<file path="config.mk">
export PLATFORM = sky130hd
export DESIGN_NAME = ramrwp_arb4
export DESIGN_NICKNAME = d
export VERILOG_FILES = /design/src/rtl/ramrwp_arb4.sv
export SDC_FILE = /design/constraint.sdc
export NUM_CORES = 1
export LEC_CHECK = 0
export ABC_AREA = 0
export ABC_CLOCK_PERIOD_IN_PS = 2780
export BUFFER_PORTS_ARGS = -buffer_cell sky130_fd_sc_hd__buf_2
export CELL_PAD_IN_SITES_DETAIL_PLACEMENT = 1
export CELL_PAD_IN_SITES_GLOBAL_PLACEMENT = 2
export CORE_MARGIN = 8
export CORE_UTILIZATION = 25
export DETAILED_ROUTE_END_ITERATION = 16
export HOLD_SLACK_MARGIN = 0.03
export MAX_ROUTING_LAYER = met4
export PLACE_DENSITY = 0.79
export SYNTH_ARGS = -nofsm -noshare
export SYNTH_HDL_FRONTEND = slang
export SYNTH_SLANG_ARGS = --single-unit
</file>
<file path="constraint.sdc">
create_clock -name clk -period 2.78 [get_ports clk]
set_input_delay 0 -clock clk [delete_from_list [all_inputs] [get_ports clk]]
set_output_delay 0 -clock clk [all_outputs]
set_load 0.02 [all_outputs]
</file>
<file path="src/rtl/ramrwp_arb4.sv">
// rtl/ramrwp_arb4.sv - round-robin arbiter sharing one 1R1W RAM among NREQ requesters
module ramrwp_arb4 #(
  parameter int ADDRBIT = 11,
  parameter int WIDTH   = 8,
  parameter int NREQ    = 4,
  parameter int RDLAT   = 2
) (
  input  logic                    clk,
  input  logic                    rst_,
  input  logic                    halt,
  input  logic [NREQ-1:0]         rdreq,
  input  logic [NREQ*ADDRBIT-1:0] ra,
  output logic [NREQ-1:0]         rdack,
  output logic [NREQ-1:0]         rdvld,
  output logic [WIDTH-1:0]        rdo,
  input  logic [NREQ-1:0]         wrreq,
  input  logic [NREQ*ADDRBIT-1:0] wa,
  input  logic [NREQ*WIDTH-1:0]   di,
  output logic [NREQ-1:0]         wrack,
  output logic                    ram_re,
  output logic [ADDRBIT-1:0]      ram_ra,
  input  logic [WIDTH-1:0]        ram_do,
  output logic                    ram_we,
  output logic [ADDRBIT-1:0]      ram_wa,
  output logic [WIDTH-1:0]        ram_di
);

  localparam int PW = (NREQ > 1) ? $clog2(NREQ) : 1;

  // First eligible requester at or after ptr, wrapping modulo NREQ
  function automatic logic [NREQ-1:0] rr_pick(input logic [NREQ-1:0] elig,
                                              input logic [PW-1:0]   ptr);
    logic [NREQ-1:0] g;
    logic            found;
    int              idx;
    g     = '0;
    found = 1'b0;
    for (int k = 0; k < NREQ; k++) begin
      idx = (int'(ptr) + k) % NREQ;
      if (!found && elig[idx]) begin
        g[idx] = 1'b1;
        found  = 1'b1;
      end
    end
    return g;
  endfunction

  function automatic logic [PW-1:0] oh_idx(input logic [NREQ-1:0] oh);
    logic [PW-1:0] idx;
    idx = '0;
    for (int i = 0; i < NREQ; i++) begin
      if (oh[i]) idx = PW'(i);
    end
    return idx;
  endfunction

  function automatic logic [PW-1:0] ptr_after(input logic [PW-1:0] g);
    return PW'((int'(g) + 1) % NREQ);
  endfunction

  logic [PW-1:0]          rd_ptr;
  logic [PW-1:0]          wr_ptr;
  logic [NREQ-1:0]        rd_elig;
  logic [NREQ-1:0]        wr_elig;
  logic [NREQ-1:0]        rd_gnt;
  logic [NREQ-1:0]        wr_gnt;
  logic [PW-1:0]          rd_gidx;
  logic [PW-1:0]          wr_gidx;
  logic [ADDRBIT-1:0]     rd_addr;
  logic [ADDRBIT-1:0]     wr_addr;
  logic [WIDTH-1:0]       wr_data;
  logic [RDLAT:0]         tag_vld;
  logic [RDLAT:0][PW-1:0] tag_idx;
  logic [NREQ-1:0]        ret_oh;

  // Grant selection: a requester acked this cycle sits out, halt blocks all grants
  always_comb begin
    rd_elig = halt ? '0 : (rdreq & ~rdack);
    wr_elig = halt ? '0 : (wrreq & ~wrack);
    rd_gnt  = rr_pick(rd_elig, rd_ptr);
    wr_gnt  = rr_pick(wr_elig, wr_ptr);
    rd_gidx = oh_idx(rd_gnt);
    wr_gidx = oh_idx(wr_gnt);
    rd_addr = ra[int'(rd_gidx)*ADDRBIT +: ADDRBIT];
    wr_addr = wa[int'(wr_gidx)*ADDRBIT +: ADDRBIT];
    wr_data = di[int'(wr_gidx)*WIDTH +: WIDTH];
  end

  // Read port issue: register grant, drive RAM read, advance read pointer
  always_ff @(posedge clk or negedge rst_) begin
    if (!rst_) begin
      rdack  <= '0;
      ram_re <= 1'b0;
      ram_ra <= '0;
      rd_ptr <= '0;
    end else begin
      rdack  <= rd_gnt;
      ram_re <= |rd_gnt;
      if (|rd_gnt) begin
        ram_ra <= rd_addr;
        rd_ptr <= ptr_after(rd_gidx);
      end
    end
  end

  // Write port issue: register grant, drive RAM write, advance write pointer
  always_ff @(posedge clk or negedge rst_) begin
    if (!rst_) begin
      wrack  <= '0;
      ram_we <= 1'b0;
      ram_wa <= '0;
      ram_di <= '0;
      wr_ptr <= '0;
    end else begin
      wrack  <= wr_gnt;
      ram_we <= |wr_gnt;
      if (|wr_gnt) begin
        ram_wa <= wr_addr;
        ram_di <= wr_data;
        wr_ptr <= ptr_after(wr_gidx);
      end
    end
  end

  // Tag pipe tracks which requester owns each in-flight read; keeps shifting under halt
  always_ff @(posedge clk or negedge rst_) begin
    if (!rst_) begin
      tag_vld <= '0;
      tag_idx <= '0;
    end else begin
      tag_vld[0] <= |rd_gnt;
      tag_idx[0] <= rd_gidx;
      for (int k = 1; k <= RDLAT; k++) begin
        tag_vld[k] <= tag_vld[k-1];
        tag_idx[k] <= tag_idx[k-1];
      end
    end
  end

  // One-hot owner of the read data arriving from the RAM this cycle
  always_comb begin
    ret_oh                 = '0;
    ret_oh[tag_idx[RDLAT]] = tag_vld[RDLAT];
  end

  // Read return: register RAM data with its owner; rdo holds between returns
  always_ff @(posedge clk or negedge rst_) begin
    if (!rst_) begin
      rdvld <= '0;
      rdo   <= '0;
    end else begin
      rdvld <= ret_oh;
      if (tag_vld[RDLAT]) rdo <= ram_do;
    end
  end

endmodule

</file>
==> results_dict.tcl <==
set metrics [dict create \
    drc 0 \
    vias 4354 \
    layout_common_cells "buf_2, buf_4, dfrtp_1" \
    core-area_um2 15700 \
    maxSlewHeadroom_pct 59.5 \
    htreeDepth 3 \
    p_seq_share_pct 15.7 \
    critPathKind "reg -> reg" \
    dieHeight_um 142 \
    p_sw_mw 5.16 \
    io_buffers 190 \
    synth_top_flop_cell "dfrtp_1" \
    clock.fmax_mhz 353 \
    grt_pass1_wl_um 26800 \
    power_density_nw_per_um2 1630 \
    crit_required_ps 3020 \
    grt_start_max_net_pins 41 \
    cts_root_buf "clkbuf_16" \
    rows 46 \
    hold_viol_final 0 \
    avgSynthCellArea_um2 10.7 \
    die-area_um2 20100 \
    critPathArrivalTime_ps 3070 \
    dp.final_hpwl_um 12200 \
    clk_latency_ps 330 \
    wirelength_um 17500 \
    rsz0062_at_grt "yes" \
    worstPathMaxFanout 19 \
    layout_commonest_cell "buf_2" \
    clock_skew_ps 6.83 \
    clkPwrFrac_pct 10.3 \
    ant_nets 0 \
    synth_cells 367 \
    cts.clk_slew.worst_paths_ps 60 \
    syn_area_um2 3950 \
    antennaDiodeCount 0 \
    synth_edf_count 0 \
    worst_pin_slew_ps 607 \
    overflow 0 \
    cts.sinks 64 \
    io_pins 191 \
    hp-class "in -> reg" \
    cts_buffer_depth 2 \
    nets 810 \
    fill_cells 1750 \
    dp.cells 797 \
    grt_pass1_vias 4951 \
    synthesis.nets 519 \
    period_share_pct 102 \
    routed_via_density 4.95 \
    p_comb_share_pct 73.9 \
    area_delta_synth_final_pct 75.2 \
    synth_seq_cells 64 \
    drtPass1Iterations 4 \
    yosysWarnings 0 \
    yosysSeqAreaShare_pct 40.6 \
    setup_viol 21 \
    dieWidth_um 142 \
    wl_per_cell_um 19.9 \
    setup_slack_ps -56.2 \
    layout_min_cycle_time_ps 2840 \
    maxCapViolations 0 \
    cts_made_buffers 9 \
    yosysUniqueCellTypes 58 \
    p_leak_nw 3.05 \
    fin_cells 879 \
    report.final.slew_viol_count 0 \
    critPathLaunchType "flip-flop" \
    antenna_found_initial 0 \
    crit_path_end_kind "flip-flop" \
    violations "negative setup slack" \
    cts_tree "yes" \
    grt_util_all_layers_pct 17.3 \
    irDropWorstVdd_v 0.000955 \
    gp_congestion 0.851 \
    start_util_pct 25.2 \
    status "finished, violations left" \
    p_int_mw 6.07 \
    drtIter0Drc 151 \
    swShare_pct 45.9 \
    drive_above_1_share_pct 59.4 \
    ys_async_sr_fraction_pct 100 \
    power_mw 11.2 \
]
==> worst max-delay path, stage by stage, from the launching register on <==
cell and delay [ps]:
dfrtp_1 430, or3b_4 440, a211oi_2 270, buf_4 170, a2111o_1 90, o211ai_1 130
buf_4 190, a2111oi_4 320, buf_6 270, buf_4 160, o221ai_4 80, a31oi_1 180
==> kinds of logic (layout without fill, tap and decap cells) <==
group	Yosys count	in the layout	synth area share, %
AO/OA/AOI/OAI	137	138	32.1
AND/OR/NAND/NOR	100	100	15.0
flip-flops	64	64	40.6
buffers and inverters	44	339	5.68
adder cells (fa/ha/maj)	13	13	4.12
multiplexers	9	9	2.54
==> worst paths after layout <==
check	end	cells past startpoint	startpoint	slack, ps
hold reg to reg	tag_idx[5]$_DFF_PN0_	0	tag_idx[3]$_DFF_PN0_	340
hold / removal	ram_wa[3]$_DFFE_PN0P_	3	wa[25]	20
setup reg to reg	ram_wa[0]$_DFFE_PN0P_	11	wr_ptr[0]$_DFFE_PN0P_	-60
min in group asynchronous	ram_di[2]$_DFFE_PN0P_	2	rst_	230
max in group asynchronous	rd_ptr[0]$_DFFE_PN0P_	3	rst_	1550
setup / recovery	ram_wa[0]$_DFFE_PN0P_	11	wr_ptr[0]$_DFFE_PN0P_	-60
==> layout make-up <==
cell class / instances / area, um2 / share of cell area (%)
clock buffers: 10 / 239 / 3.46
clock inverters: 6 / 65.1 / 0.941
inverters: 14 / 52.6 / 0.760
multi-input cells: 260 / 2540 / 36.8
flip-flops and latches: 64 / 1600 / 23.2
well taps: 216 / 270 / 3.91
repair buffers: 309 / 2140 / 30.9
==> repair_timing <==
action | 4_1_cts | 5_1_grt
hold buffers | 35 | 0
buffers inserted | 16 | 11
gates cloned | 2 | 3
setup endpoints to repair | 35 | 34
pin swaps | 17 | 18
gates resized for setup | 39 | 48
hold endpoints to repair | 55 | 0
==> state kept, by name, indices dropped and copies added (netlist names) <==
signal and flops:
tag_idx 6, rdack 4, rdvld 4, tag_vld 3
wr_ptr 2, ram_ra 11, ram_we 1, rd_ptr 2
ram_di 8, wrack 4, rdo 8, ram_wa 11
==> through the flow <==
stage / setup TNS (ps) / utilization [%] / setup WS (ps) / hold WS [ps] / area [um2]
floorplan: 0 / - / 12.7 / -296 / 3950
global placement: -6710 / 35.1 / -254 / 34.4 / 5500
detailed placement: -9850 / 35.1 / -382 / 44.7 / 5500
CTS: -31.3 / 41.7 / -11.4 / 30.4 / 6530
global route: -4310 / 44.2 / -175 / 32.3 / 6910
finish: -646 / 44.2 / -56.2 / 19.2 / 6910
==> power by group through the flow <==
stage	clock network (mW)	logic [mW]	registers, mW
6_report	1.16	8.31	1.77
5_1_grt	1.25	8.98	1.83
4_1_cts	1.20	7.35	1.73
3_5_place_dp	0	6.37	1.74
3_3_place_gp	0	6.19	1.72
2_1_floorplan	0	3.76	2.11
==> cell usage after synthesis, types with 3 or more instances <==
master	instances	area share [%]
dfrtp_1	64	41
nor2_1	44	4.2
o221ai_1	40	8.9
a31oi_1	30	4.8
buf_2	14	1.8
ha_1	13	4.1
inv_1	13	1.2
nand2b_1	12	1.9
o311ai_2	10	4.1
o221ai_2	9	3.4
clkbuf_1	8	0.76
mux2_2	8	2.3
nand2_1	7	0.67
a211oi_1	6	1.1
a22o_1	5	1.1
a21oi_1	4	0.51
nand3b_1	4	0.76
nor4bb_1	4	1.0
a2111o_1	3	0.86
a211oi_2	3	0.95
a21o_1	3	0.57
buf_6	3	0.86
nand3_1	3	0.38
nor3b_1	3	0.57
o21a_1	3	0.57
o21ai_0	3	0.38
or2_2	3	0.48
or3b_2	3	0.67
==> layer usage <==
| layer | GRT usage (%) | vias up | routed length [um] | share of wire [%] |
|---|---|---|---|---|
| li1 | - | 2050 | - | - |
| met1 | 18.4 | 2106 | 6950 | 40 |
| met2 | 30.4 | 170 | 9080 | 52 |
| met3 | 4.57 | 28 | 1090 | 6.2 |
| met4 | 6.27 | 0 | 367 | 2.1 |
| met5 | - | - | 0 | 0 |
Note: power is estimated with default switching activity, not from simulation.
